## src/rtl/load_store_unit.sv

```systemverilog
// load_store_unit: bridges core load/store controls onto a valid/ready data bus.
// Handles lane steering, write strobes, load extension and access faults.
module load_store_unit #(
    parameter int ADDR_WIDTH = 32,
    parameter int TIMEOUT    = 64
) (
    input  logic                  clk,
    input  logic                  reset,
    input  logic                  mem_read_control,
    input  logic                  mem_write_control,
    input  logic [2:0]            funct3,
    input  logic [ADDR_WIDTH-1:0] mem_address,
    input  logic [31:0]           mem_data_in,
    output logic [31:0]           mem_data_out,
    output logic                  stall,
    output logic                  fault,
    output logic [1:0]            fault_cause,
    output logic                  bus_req_valid,
    input  logic                  bus_req_ready,
    output logic                  bus_we,
    output logic [ADDR_WIDTH-1:0] bus_addr,
    output logic [31:0]           bus_wdata,
    output logic [3:0]            bus_wstrb,
    input  logic                  bus_rsp_valid,
    input  logic [31:0]           bus_rdata
);

    typedef enum logic [2:0] {
        IDLE,
        REQ,
        WAIT_RSP,
        DONE,
        FAULT
    } state_t;

    localparam int CW = (TIMEOUT > 1) ? $clog2(TIMEOUT) : 1;
    localparam logic [CW-1:0] TO_LIM = CW'((TIMEOUT > 0) ? TIMEOUT - 1 : 0);
    localparam bit TO_EN = (TIMEOUT > 0);

    localparam logic [1:0] C_NONE  = 2'b00;
    localparam logic [1:0] C_MISAL = 2'b01;
    localparam logic [1:0] C_ILL   = 2'b10;
    localparam logic [1:0] C_TO    = 2'b11;

    state_t state, nxt;

    logic [CW-1:0]         cnt;
    logic [ADDR_WIDTH-1:0] addr_q;
    logic                  we_q;
    logic [2:0]            f3_q;
    logic [31:0]           wdata_q;
    logic [3:0]            wstrb_q;
    logic [1:0]            cause_q, nxt_cause;
    logic [31:0]           data_q;

    logic        acc, illegal, misal, to_hit;
    logic [31:0] st_wdata;
    logic [3:0]  st_wstrb;
    logic [31:0] lane, ld_data;

    assign acc = mem_read_control | mem_write_control;

    assign illegal =
        (mem_read_control & mem_write_control) |
        (mem_read_control & (funct3 == 3'b011 || funct3 == 3'b110 ||
                             funct3 == 3'b111)) |
        (mem_write_control & (funct3 == 3'b011 || funct3[2]));

    assign misal =
        (funct3[1:0] == 2'b01 && mem_address[0]) ||
        (funct3[1:0] == 2'b10 && mem_address[1:0] != 2'b00);

    assign to_hit = TO_EN && (cnt == TO_LIM);

    always_comb begin
        st_wdata = '0;
        st_wstrb = '0;
        if (mem_write_control) begin
            unique case (funct3[1:0])
                2'b00: begin
                    st_wdata = {4{mem_data_in[7:0]}};
                    st_wstrb = 4'b0001 << mem_address[1:0];
                end
                2'b01: begin
                    st_wdata = {2{mem_data_in[15:0]}};
                    st_wstrb = 4'b0011 << {mem_address[1], 1'b0};
                end
                default: begin
                    st_wdata = mem_data_in;
                    st_wstrb = 4'b1111;
                end
            endcase
        end
    end

    assign lane = bus_rdata >> {addr_q[1:0], 3'b000};

    always_comb begin
        ld_data = bus_rdata;
        case (f3_q)
            3'b000:  ld_data = {{24{lane[7]}}, lane[7:0]};
            3'b100:  ld_data = {24'd0, lane[7:0]};
            3'b001:  ld_data = {{16{lane[15]}}, lane[15:0]};
            3'b101:  ld_data = {16'd0, lane[15:0]};
            default: ld_data = bus_rdata;
        endcase
    end

    always_comb begin
        nxt       = state;
        nxt_cause = cause_q;
        unique case (state)
            IDLE: begin
                unique case (1'b1)
                    !acc: ;
                    acc && illegal: begin
                        nxt       = FAULT;
                        nxt_cause = C_ILL;
                    end
                    acc && !illegal && misal: begin
                        nxt       = FAULT;
                        nxt_cause = C_MISAL;
                    end
                    acc && !illegal && !misal: nxt = REQ;
                endcase
            end
            REQ: begin
                if (bus_req_ready) begin
                    nxt = WAIT_RSP;
                end else if (to_hit) begin
                    nxt       = FAULT;
                    nxt_cause = C_TO;
                end
            end
            WAIT_RSP: begin
                if (bus_rsp_valid) begin
                    nxt = DONE;
                end else if (to_hit) begin
                    nxt       = FAULT;
                    nxt_cause = C_TO;
                end
            end
            DONE:    nxt = IDLE;
            FAULT:   nxt = IDLE;
            default: nxt = IDLE;
        endcase
    end

    always_ff @(posedge clk or negedge reset) begin
        if (!reset) begin
            state   <= IDLE;
            cnt     <= '0;
            addr_q  <= '0;
            we_q    <= 1'b0;
            f3_q    <= '0;
            wdata_q <= '0;
            wstrb_q <= '0;
            cause_q <= C_NONE;
            data_q  <= '0;
        end else begin
            state   <= nxt;
            cause_q <= nxt_cause;
            if (state == IDLE && nxt == REQ) begin
                addr_q  <= mem_address;
                we_q    <= mem_write_control;
                f3_q    <= funct3;
                wdata_q <= st_wdata;
                wstrb_q <= st_wstrb;
                cnt     <= '0;
            end else if ((state == REQ || state == WAIT_RSP) &&
                         cnt != TO_LIM) begin
                cnt <= cnt + CW'(1);
            end
            // Stores complete with a zero result; faults also zero it.
            if (state == WAIT_RSP && bus_rsp_valid) begin
                data_q <= we_q ? 32'd0 : ld_data;
            end else if (nxt == FAULT) begin
                data_q <= '0;
            end
        end
    end

    assign stall = reset & ((state == IDLE && acc) ||
                            state == REQ || state == WAIT_RSP);

    assign fault         = (state == FAULT);
    assign fault_cause   = (state == FAULT) ? cause_q : C_NONE;
    assign bus_req_valid = (state == REQ);
    assign bus_we        = we_q;
    assign bus_addr      = {addr_q[ADDR_WIDTH-1:2], 2'b00};
    assign bus_wdata     = wdata_q;
    assign bus_wstrb     = wstrb_q;
    assign mem_data_out  = data_q;

endmodule
```

## config.mk

```make
export PLATFORM = sky130hd
export DESIGN_NAME = load_store_unit
export DESIGN_NICKNAME = d
export VERILOG_FILES = /design/src/rtl/load_store_unit.sv
export SDC_FILE = /design/constraint.sdc
export NUM_CORES = 1
export LEC_CHECK = 0
export ABC_CLOCK_PERIOD_IN_PS = 2600
export CAP_MARGIN = 25
export CORE_UTILIZATION = 45
export CTS_CLUSTER_DIAMETER = 100
export CTS_CLUSTER_SIZE = 14
export DETAILED_ROUTE_END_ITERATION = 16
export GPL_TIMING_DRIVEN = 1
export PLACE_DENSITY = 0.81
export SETUP_SLACK_MARGIN = 0.15
export SLEW_MARGIN = 20
export SYNTH_ARGS = -nofsm -noshare
export SYNTH_HDL_FRONTEND = slang
export SYNTH_SLANG_ARGS = --single-unit
```

## constraint.sdc

```tcl
create_clock -name clk -period 2.6 [get_ports clk]
set_input_delay 0.52 -clock clk [delete_from_list [all_inputs] [get_ports clk]]
set_output_delay 0.52 -clock clk [all_outputs]
set_load 0.02 [all_outputs]
```

After elaboration in Yosys (flattened, before gate mapping)
Cells that the tools add are included.
{"block": "classes", "n_bitwise": 7, "n_reduce_logical": 28, "n_mux": 21, "n_shift": 3, "n_eq_ne": 18, "n_addsub": 1}
{"op": "two-way mux 32 bit", "n": 4}
{"op": "one-hot mux 32 bit (4 select lines)", "n": 1}
{"op": "one-hot mux 32 bit (2 select lines)", "n": 1}
{"op": ">> shifter 32 x 5 -> 16 bit", "n": 1}
{"op": "equality test 3 bit (second input constant)", "n": 6}
{"op": "two-way mux 6 bit", "n": 2}
{"op": "logical AND 1 bit", "n": 10}
{"op": "equality test 3 x 1 -> 1 bit (second input constant)", "n": 3}
{"op": "two-way mux 3 bit", "n": 3}
{"op": "one-hot mux 3 bit (3 select lines)", "n": 1}
{"op": "two-way mux 2 bit", "n": 4}
{"op": "one-hot mux 4 bit (2 select lines)", "n": 1}
{"op": "logical OR 1 bit", "n": 7}
{"op": "adder 6 x 1 -> 6 bit (second input constant)", "n": 1}
{"op": "equality test 3 x 2 -> 1 bit (second input constant)", "n": 2}
{"op": "equality test 6 bit (second input constant)", "n": 1}
{"op": "zero test 3 bit", "n": 2}
{"op": "!= test 6 bit (second input constant)", "n": 1}
{"op": "one-hot mux 2 bit (3 select lines)", "n": 1}
{"op": "one-hot mux 3 bit (2 select lines)", "n": 1}
{"op": "nonzero test 2 bit", "n": 3}
{"op": "bitwise AND 1 bit", "n": 4}
{"op": "two-way mux 4 bit", "n": 1}
{"op": "!= test 2 bit (second input constant)", "n": 2}
{"op": "other kinds (12)", "n": 15}
{"block": "totals", "elab_cells": 87, "output_inout_bits": 106, "regBits": 115, "inputBits": 105}

Depth between registers and ports, before layout
Gate-level depths: netlist (run 1).
{"block": "depth", "word_depth": 15, "mapped_depth": 8, "depth_no_buf": 6}

Worst setup path before layout (run 1)
Ideal clock, no wire load.
{"block": "synth_timing", "path_type": "input -> register", "start": "input funct3[1]", "end": "register addr_q[0]", "t_arrival_ps": 1860, "path_stages": 7, "path_slack_ps": 612, "n_path_buf": 3, "path_cell_list": "buf_2 > o21ai_0 > and3_1 > o211ai_1 > buf_2 > buf_2 > mux2_1"}
{"block": "synth_between", "elab_chain_cells": 14}
{"item": "from (decl)", "line": "11", "text": "input logic [2:0] funct3,"}
{"item": "equality test 3 x 2 -> 1 bit or equality test 3 bit (tied branches)", "line": "65, 67"}
{"item": "logical OR 1 bit (2 in series)", "line": "65", "text": "(mem_read_control & (funct3 == 3'b011 || funct3 == 3'b110 ||"}
{"item": "bitwise AND 1 bit", "line": "65"}
{"item": "bitwise OR 1 bit", "line": "64", "text": "(mem_read_control & mem_write_control) |"}
{"item": "bitwise OR 1 bit", "line": "66", "text": "funct3 == 3'b111)) |"}
{"item": "zero test 1 bit", "line": "120, 124"}
{"item": "logical AND 1 bit", "line": "120, 124"}
{"item": "logical AND 1 bit", "line": "120", "text": "acc && !illegal && misal: begin"}
{"item": "OR reduction 2 bit (no source line)"}
{"item": "one-hot mux 3 bit (2 select lines) *", "line": "114", "text": "unique case (1'b1)"}
{"item": "one-hot mux 3 bit (3 select lines) *", "line": "112", "text": "unique case (state)"}
{"item": "equality test 3 x 1 -> 1 bit *", "line": "163", "text": "if (state == IDLE && nxt == REQ) begin"}
{"item": "logical AND 1 bit *", "line": "163"}
{"item": "to (signal assigned)", "line": "164", "text": "addr_q <= mem_address;"}
{"item": "to (decl)", "line": "48", "text": "logic [ADDR_WIDTH-1:0] addr_q;"}
Every way passes the cells marked *; elsewhere a longest branch is shown, timed or not.
A chain may end at the register's enable or synchronous reset.

Worst setup path in the final report (run 1)
{"block": "layout_timing", "start": "register state[1]", "end": "output stall"}
{"block": "layout_between", "elab_chain_cells": 5}
{"item": "from (decl)", "line": "45", "text": "state_t state, nxt;"}
{"item": "from (signal assigned)", "line": "161", "text": "state <= nxt;"}
{"item": "zero test 3 bit", "line": "183", "text": "assign stall = reset & ((state == IDLE && acc) ||"}
{"item": "logical AND 1 bit", "line": "183"}
{"item": "logical OR 1 bit", "line": "183"}
{"item": "logical OR 1 bit *", "line": "184", "text": "state == REQ || state == WAIT_RSP);"}
{"item": "bitwise AND 1 bit *", "line": "183"}
{"item": "to (decl)", "line": "15", "text": "output logic stall,"}
Marked as above.

==> metrics.txt, run 1 <==
DR vias 4928; PortBufs 208; GR met2 Demand/Resource 0.407; Post-Synthesis Cells 538; Synth async-reset ratio 1.00; Reg clk slew, reported paths 0.05 ns; NetSw 3500 µW; initial core utilization 0.467; final net count 831; first drt pass iteration count 5; fin area 0.00847 mm²; Int Power 6190 µW; Setup-failing EPs final 0; FP Rows 40; I/O Pins 211; Worst Tran Pin Value 0.915 ns; placed cells 872; total track usage 0.252; global-route wire length before repair 25300 µm; die area 0.0131 mm²; synthesized area 0.00571 mm²; hold_buf cts 0; fillers 938; GR Util met3 0.0762; vias per inst 5.44; ANT cells 0; Main synth FF type dfrtp_1; initial antenna violation count 0; max-cap violations 0; GR peak layer met2; fmax 424 MHz; core area 0.0122 mm²; YS warnings 0; Die Span Y 115 µm; RR Endpoint cnt[5]$_DFFE_PN0P_; RSZ-0062 raised after global routing yes; pwr dens 1140 mW/mm²; chip width 115 µm; Clk pwr share 0.259; Clock Latency Late Sink 0.41 ns; Critical Path Sink stall; Critical Path Start state[1]$_DFF_PN0_; sequential element share of the synthesized area 0.504; status completed; Residual DRC 0; pin count of the biggest net entering global routing 97; Finished Layout Cells 906; Placed Area 0.00780 mm²; Final period util 0.908; HP Class in -> async; WL/cell 17.2 µm; Yosys cell types 53; Worst R2R Path Depth 6; CTS tree done; Synth-to-Final Area Change 48.4%; CP Capture Type output pin; clock buffer count from CTS 17; CP max FO 6; GP Congestion 0.826; Pwr Total 9690 µW; power share of the sequential group 0.306; Final Skew 0.00697 ns; Final Hold Viols 0; 1st-iter DRT viols 350; fin. max-slew vios 0; post-synthesis area per instance 10.6 µm²; H-tree depth 4; combinational cell fraction of total power 0.435; number of global-route vias before repair 4926; Min Clock Period, post-route 2.36 ns; LEAKAGE 0.00368 µW; Max IR drop VDD 0.733 mV; CP Data Required Time 2.08 ns; Congestion Overflow GR 0; Max transition margin 0.388; ratio of cells with drive above 1 in the final layout 0.0962; final WL 15600 µm; Sw Share 0.361; crit path DAT 1.84 ns; Synth Register Bits 115; HPWL after detailed placement 11600 µm; Setup CP Type reg -> out; root buffer cell clkbuf_16; GRT met1 Usage 0.313; clk buf depth 2; Critical Path Source Type flop; R2R setup slack 0.41 ns; Routed Antenna Nets 0; R2R Path Start cnt[0]$_DFFE_PN0P_; clk sink count 115; EDFF count, synth 0
-- cell usage after synthesis, types with 9 or more instances --
cell,number,area share
nand2b_1,9,0.0099
buf_4,33,0.043
o21ai_0,18,0.016
mux2_1,35,0.069
a21oi_1,17,0.015
nand2_1,72,0.047
buf_2,12,0.011
clkbuf_1,17,0.011
dfrtp_1,115,0.50
mux2i_1,28,0.049
nor2_1,42,0.028
o21ai_1,23,0.020
a221o_1,23,0.040
o31ai_1,24,0.032
-- registers in the layout (all words and copies together), names as in the netlist --
signal	flops
state	3
addr_q	32
cause_q	2
cnt	6
bus_wdata	32
bus_wstrb	4
f3_q	3
mem_data_out	32
bus_we	1
-- metal layers --
metal | vias to the layer above | wire length (µm)
met5 | - | 0
met4 | 0 | 390
met3 | 27 | 1400
met2 | 257 | 7500
met1 | 2368 | 6320
li1 | 2276 | -
-- worst min path at each step --
| stage | to | slack, ns |
|---|---|---|
| after floorplan | addr_q[0]$_DFFE_PN0P_ | 0.22 |
| after CTS | addr_q[9]$_DFFE_PN0P_ | 0.20 |
| final | addr_q[7]$_DFFE_PN0P_ | 0.19 |
| after detailed placement | bus_wdata[23]$_DFFE_PN0P_ | 0.47 |
| after global placement | bus_wdata[28]$_DFFE_PN0P_ | 0.47 |
| after global routing | addr_q[12]$_DFFE_PN0P_ | 0.24 |
-- layout make-up --
| class | count | area, µm² | share of cell area |
|---|---|---|---|
| clock buffers | 21 | 450 | 0.0532 |
| clock inverters | 11 | 183 | 0.0216 |
| inverters | 5 | 18.8 | 0.00222 |
| multi-input cells | 353 | 2420 | 0.286 |
| flip-flops and latches | 115 | 2880 | 0.340 |
| well taps | 168 | 210 | 0.0248 |
| repair buffers | 233 | 2310 | 0.273 |
-- per-stage QoR --
step	worst slack [ns]	hold WS (ns)	setup TNS [ns]	utilization
2_1_floorplan	0.612	0.224	0	-
3_3_place_gp	0.0511	0.466	0	0.639
3_5_place_dp	-0.0168	0.470	-0.0532	0.639
4_1_cts	0.159	0.204	0	0.691
5_1_grt	0.0792	0.236	0	0.694
6_report	0.240	0.191	0	0.694
-- logic make-up (layout without fill, tap and decap cells) --
group,Yosys count,after routing,share of synthesized area
AOI/OAI and AO/OA,136,136,0.176
xor gates and xnor gates,4,4,0.00614
adders and majority gates,1,1,0.00219
buffers and inverters,71,270,0.0737
DFF,115,115,0.504
muxes,64,64,0.120
other,1,2,0.000657
and+or+nand+nor,146,146,0.117
-- power by group through the flow --
stage                     Clock (µW)  Sequential, µW  Combinational (µW)
final                           2510            2960                4210
after global placement             0            2940                4140
after CTS                       2540            2970                4250
after floorplan                    0            3270                2290
after detailed placement           0            2980                4240
after global routing            2640            3060                4530
-- worst max-delay path: stages (launching register included) --
cell and delay (ns):
dfrtp_1 0.47, nor3_2 0.29, o21ai_1 0.14, a21boi_0 0.16, dlygate4sd2_1 0.36
-- layout by cell type, fill, tap and decap left out, types with 5 or more instances in the layout --
cell type	instances
clkdlybuf4s50_1	203
mux2i_1	28
dfrtp_1	114
o21ai_1	23
o31ai_1	24
clkbuf_16	17
buf_4	23
clkinv_2	5
nand2_1	72
o221ai_1	7
nand2b_1	9
bufinv_16	5
nor2_1	42
o21ai_0	18
a31oi_1	6
mux2_1	35
a21oi_1	17
a221o_1	23
-- timing repair --
item / 4_1_cts / 5_1_grt
setup endpoints to repair: 3 / 4
buffers inserted: 0 / 0
gates resized for setup: 3 / 3
Power figures use the tool's default switching activity.
==> inputs of run 2 (changes only) <==
--- a/config.mk
+++ b/config.mk
@@ -13,6 +13,7 @@
 export DETAILED_ROUTE_END_ITERATION = 16
 export GPL_TIMING_DRIVEN = 1
 export PLACE_DENSITY = 0.81
+export REMOVE_ABC_BUFFERS = 1
 export SETUP_SLACK_MARGIN = 0.15
 export SLEW_MARGIN = 20
 export SYNTH_ARGS = -nofsm -noshare
==> run 2 against run 1 <==
  * Wire length increased by 4.7%
  * Flip-flop and latch count unchanged
  * Cell area increased by 0.24%
  * Sequential power increased by 1%
  * Highest routed layer unchanged
  * Largest power group unchanged
  * Maximum frequency increased by 0.98%
  * Setup slack improved by 0.023 ns
  * Clock-buffer cell count unchanged
  * Register-to-register slack improved by 0.04 ns
  * Global-route usage increased by 0.80 points
  * Clock skew increased by 0.0013 ns
  * Final cell count increased by 0.66%
  * Clock power decreased by 7%
==> metrics.txt, run 2 (synthesized netlist as in run 1, its figures left out) <==
status completed; Reg clk slew, reported paths 0.06 ns (about the same); Worst Tran Pin Value 0.918 ns (+0.00260 ns); Post-CTS Setup Inserts 0 (unchanged); H-tree depth 4 (unchanged); RSZ-0062 raised after global routing no; Clock Latency Late Sink 0.41 ns (about the same); post-layout util 0.695 (+0.00164); hold_buf cts 0 (unchanged); die area 0.0131 mm² (unchanged); root buffer cell clkbuf_16; max-cap violations 0 (unchanged); HP Class in -> async; pin count of the biggest net entering global routing 73 (-25%); 1st-iter DRT viols 453 (+29%); fmax 428 MHz (+0.98%); number of global-route vias before repair 5132 (+4.2%); first drt pass iteration count 5 (unchanged); Final Skew 0.00824 ns (+0.00127 ns); Final Hold Viols 0 (unchanged); fin area 0.00849 mm² (+0.24%); most common cell after layout, fill and taps aside clkdlybuf4s50_1; placed cells 880 (+0.92%); R2R Path Start cnt[0]$_DFFE_PN0P_; chip width 115 µm (unchanged); CTS tree done; Die Span Y 115 µm (unchanged); Setup-failing EPs final 0 (unchanged); setup TNS 0 ns (unchanged); pwr dens 1140 mW/mm² (-0.70%); Placed Area 0.00787 mm² (+0.93%); vias per inst 5.51 (+1.4%); Synth-to-Final Area Change 48.8%; most frequent cells in the layout 203 x clkdlybuf4s50_1, 113 x dfrtp_1, 72 x nand2_1; power share of the sequential group 0.311 (+0.005); final net count 838 (+0.84%); PortBufs 208 (unchanged); fin. max-slew vios 0 (unchanged); Worst R2R Path Depth 6 (unchanged); Setup CP Type reg -> out; global-route wire length before repair 26000 µm (+2.5%); initial antenna violation count 0 (unchanged); RR Endpoint cnt[5]$_DFFE_PN0P_; clk sink count 115 (unchanged); Critical Path Source Type flop; NetSw 3590 µW (+2.8%); ratio of cells with drive above 1 in the final layout 0.106 (+0.00998); Finished Layout Cells 912 (+0.66%); final WL 16300 µm (+4.7%); clk buf depth 2 (unchanged); Routed Antenna Nets 0 (unchanged); CP max FO 6 (unchanged); HPWL after detailed placement 11800 µm (+1.4%); clock buffer count from CTS 17 (unchanged); I/O Pins 211 (unchanged); GP Congestion 0.948 (+15%); DR vias 5028 (+2.0%); Sw Share 0.373 (+0.0117); Min Clock Period, post-route 2.34 ns (-0.0229 ns); WL/cell 17.9 µm (+4.0%); Max transition margin 0.388 (+0.000519); CP Data Required Time 2.08 ns (about the same); Max IR drop VDD 0.887 mV (+21%); Int Power 6050 µW (-2.3%); CP Capture Type output pin; total track usage 0.260 (+0.00799); ANT cells 0 (unchanged); Residual DRC 0 (unchanged); crit path DAT 1.82 ns (-0.02 ns); R2R setup slack 0.45 ns (+0.04 ns); FP Rows 40 (unchanged); Final period util 0.899 (-0.00880); LEAKAGE 0.00370 µW (+0.53%); core area 0.0122 mm² (unchanged); initial core utilization 0.467 (unchanged); Clk pwr share 0.242 (-0.017); combinational cell fraction of total power 0.447 (+0.012); Congestion Overflow GR 0 (unchanged)
-- run 2: worst max-delay path, stage by stage, from the launching register on --
cell           delay (ns)
dfrtp_2              0.47
nor3_4               0.26
o21ai_1              0.13
a21boi_0             0.18
dlygate4sd2_1        0.36
-- run 2: cell type report --
cell class	instances	area, µm²
fill	920	3720
sequential	115	2880
multi-input combinational	353	2420
timing repair buffer	240	2360
clock buffer	21	460
tap	168	210
clock inverter	10	133
inverter	5	18.8
-- run 2: power groups by stage --
| stage | clock, µW | combinational (µW) | sequential [µW] |
|---|---|---|---|
| floorplan | 0 | 1430 | 3690 |
| global placement | 0 | 4160 | 2960 |
| detailed placement | 0 | 4290 | 2990 |
| CTS | 2360 | 4320 | 3000 |
| global route | 2470 | 4610 | 3070 |
| finish | 2340 | 4310 | 3000 |
-- run 2: metrics by stage --
stage / hold WS (ns) / worst slack, ns / power (µW)
floorplan: 0.224 / -3.19 / 5120
global placement: 0.463 / 0.0319 / 7120
detailed placement: 0.476 / -0.0303 / 7280
CTS: 0.369 / 0.156 / 9680
global route: 0.440 / 0.175 / 10100
finish: 0.350 / 0.263 / 9640
-- run 2: worst max-delay path by stage --
stage	from	end	slack (ns)	cells past startpoint
3_5_place_dp	funct3[1]	addr_q[25]$_DFFE_PN0P_	-0.03	6
3_3_place_gp	funct3[1]	addr_q[23]$_DFFE_PN0P_	0.03	6
2_1_floorplan	mem_write_control	addr_q[0]$_DFFE_PN0P_	-3.19	4
5_1_grt	state[1]$_DFF_PN0_	stall	0.18	4
6_report	state[1]$_DFF_PN0_	stall	0.26	4
4_1_cts	state[1]$_DFF_PN0_	fault_cause[1]	0.16	3
-- run 2: per-layer routing --
layer  share of wire  wire [µm]  vias up  global-route usage
met5               0          0        -                   0
met4           0.021        343        0               0.100
met3           0.092       1500       35              0.0879
met2            0.49       8040      274               0.441
met1            0.40       6470     2438               0.305
li1                -          -     2281                   -
-- run 2: timing repair --
item                                    in CTS  in global routing
hold endpoints to repair                     0                  0
gates resized for setup                      5                  3
pin swaps                                    0                  0
endpoints found under the setup margin       4                  3
==> inputs of run 3 (changes only) <==
--- a/config.mk
+++ b/config.mk
@@ -12,10 +12,10 @@
 export CTS_CLUSTER_SIZE = 14
 export DETAILED_ROUTE_END_ITERATION = 16
 export GPL_TIMING_DRIVEN = 1
-export PLACE_DENSITY = 0.81
+export PLACE_DENSITY_LB_ADDON = 0.05
 export REMOVE_ABC_BUFFERS = 1
 export SETUP_SLACK_MARGIN = 0.15
-export SLEW_MARGIN = 20
+export SLEW_MARGIN = 15
 export SYNTH_ARGS = -nofsm -noshare
 export SYNTH_HDL_FRONTEND = slang
 export SYNTH_SLANG_ARGS = --single-unit
==> run 3 against run 2 <==
  * Register-to-register slack better by 0.02 ns
  * Clock skew about the same
  * Power down 2.2%
  * Critical path type unchanged
  * Largest cell class unchanged
==> metrics.txt, run 3 (synthesized netlist as in run 1, its figures left out) <==
Pwr Total 9430 µW (-2.2%); Critical Path Source Type flop; Final WS setup 0.217 ns (-0.0460 ns); most frequent cells in the layout 203 x clkdlybuf4s50_1, 114 x dfrtp_1, 72 x nand2_1; fmax 420 MHz (-1.9%); ratio of cells with drive above 1 in the final layout 0.0961 (-0.0101); first drt pass iteration count 5 (unchanged); Residual DRC 0 (unchanged); crit path DAT 1.86 ns (+0.04 ns); Synth-to-Final Area Change 48.0%; CP max FO 6 (unchanged); clk sink count 115 (unchanged); core area 0.0122 mm² (unchanged); final WL 15300 µm (-6.4%); fillers 985 (+7.1%); H-tree depth 4 (unchanged); Worst path max stage delay 0.48 ns (about the same); clk buf depth 2 (unchanged); final net count 833 (-0.60%); fin area 0.00845 mm² (-0.53%); Worst Tran Pin Value 1.03 ns (+0.115 ns); Placed Area 0.00784 mm² (-0.41%); initial core utilization 0.467 (unchanged); Final Hold Viols 0 (unchanged); LEAKAGE 0.00367 µW (-0.67%); DP Worst Slack -0.0681 ns (-0.0379 ns); NetSw 3470 µW (-3.5%); chip width 115 µm (unchanged); DR vias 4824 (-4.1%); Max transition margin 0.309 (-0.0792); initial antenna violation count 0 (unchanged); RSZ-0062 raised after global routing yes; Min Clock Period, post-route 2.38 ns (+0.0460 ns); combinational cell fraction of total power 0.453 (+0.006); Routed Antenna Nets 0 (unchanged); Reg clk slew, reported paths 0.05 ns (about the same); Int Power 5960 µW (-1.4%); I/O Pins 211 (unchanged); CP Data Required Time 2.08 ns (about the same); clock buffer count from CTS 17 (unchanged); total track usage 0.243 (-0.0172); setup TNS 0 ns (unchanged); power share of the sequential group 0.312 (about the same); pin count of the biggest net entering global routing 75 (+2.7%); HP Class in -> async; GP Congestion 0.866 (-8.6%); worst hold margin 0.199 ns (-0.151 ns); Post-CTS Setup Inserts 0 (unchanged); HPWL after detailed placement 10900 µm (-7.2%); die area 0.0131 mm² (unchanged); Clock Latency Late Sink 0.41 ns (about the same); pwr dens 1120 mW/mm² (-1.7%); 1st-iter DRT viols 283 (-38%); global-route wire length before repair 24500 µm (-5.9%); Congestion Overflow GR 0 (unchanged); Sw Share 0.368 (-0.00503); vias per inst 5.32 (-3.5%); PortBufs 208 (unchanged); CTS tree done; Die Span Y 115 µm (unchanged); Final period util 0.917 (+0.0177); CP max stage cell dfrtp_1; Setup CP Type reg -> out; status completed; fin. max-slew vios 0 (unchanged); WL/cell 16.9 µm (-5.9%); Max IR drop VDD 0.698 mV (-21%); worst-path cell chain nor3_2 -> o21ai_1 -> a21boi_0 -> dlygate4sd1_1; FP Rows 40 (unchanged); Clk pwr share 0.235 (-0.007); Setup-failing EPs final 0 (unchanged); ANT cells 0 (unchanged); number of global-route vias before repair 4837 (-5.7%); most common cell after layout, fill and taps aside clkdlybuf4s50_1; root buffer cell clkbuf_16; max-cap violations 0 (unchanged); CP Capture Type output pin; Final Skew 0.00807 ns (-0.000166 ns)
run 3: what timing repair did:
action	4_1_cts	5_1_grt
gates resized for setup	3	5
pin swaps	0	1
hold buffers	0	0
endpoints found under the setup margin	3	4
run 3: worst max-delay path: cells and delay by family, from the launching register on:
kind / cells / cell delay [ns]
compound gates: 2 / 0.32
flops: 1 / 0.48
simple gates: 1 / 0.30
buf+inv: 1 / 0.34
run 3: through the flow:
stage / utilization / cells
final: 0.692 / 907
after global routing: 0.692 / 907
after CTS: 0.689 / 905
after detailed placement: 0.642 / 874
after global placement: 0.642 / 874
after floorplan: - / 473
run 3: power by group through the flow:
| stage | registers [µW] | clock network (µW) | logic [µW] |
|---|---|---|---|
| after floorplan | 3690 | 0 | 1430 |
| after global placement | 2920 | 0 | 4210 |
| after detailed placement | 2950 | 0 | 4280 |
| after CTS | 2950 | 2250 | 4300 |
| after global routing | 3030 | 2350 | 4580 |
| final | 2940 | 2220 | 4270 |
run 3: area by class of cell:
cell class,count,area (µm²),area share
Sequential cell,115,2880,0.341
Multi-Input combinational cell,353,2420,0.286
Timing Repair Buffer,235,2350,0.278
Clock buffer,27,523,0.0619
Tap cell,168,210,0.0249
Clock inverter,4,45.0,0.00533
Inverter,5,18.8,0.00222
run 3: path summary, 6_finish.rpt:
path / depth (start not counted) / startpoint / end / slack, ns
worst max-delay path: 4 / state[1]$_DFF_PN0_ / stall / 0.22
worst max register to register: 7 / state[1]$_DFF_PN0_ / mem_data_out[14]$_DFFE_PN0P_ / 0.47
worst min-delay path: 2 / reset / addr_q[16]$_DFFE_PN0P_ / 0.20
worst min register to register: 2 / bus_wdata[22]$_DFFE_PN0P_ / bus_wdata[22]$_DFFE_PN0P_ / 0.48
min in group clk: 2 / bus_wdata[22]$_DFFE_PN0P_ / bus_wdata[22]$_DFFE_PN0P_ / 0.48
max in group asynchronous: 4 / reset / mem_data_out[27]$_DFFE_PN0P_ / 1.30
run 3: routing by layer:
| layer | routed length [µm] | global-route usage |
|---|---|---|
| met1 | 6300 | 0.294 |
| met5 | 0 | 0 |
| met3 | 1300 | 0.0842 |
| met4 | 323 | 0.0970 |
| met2 | 7390 | 0.398 |
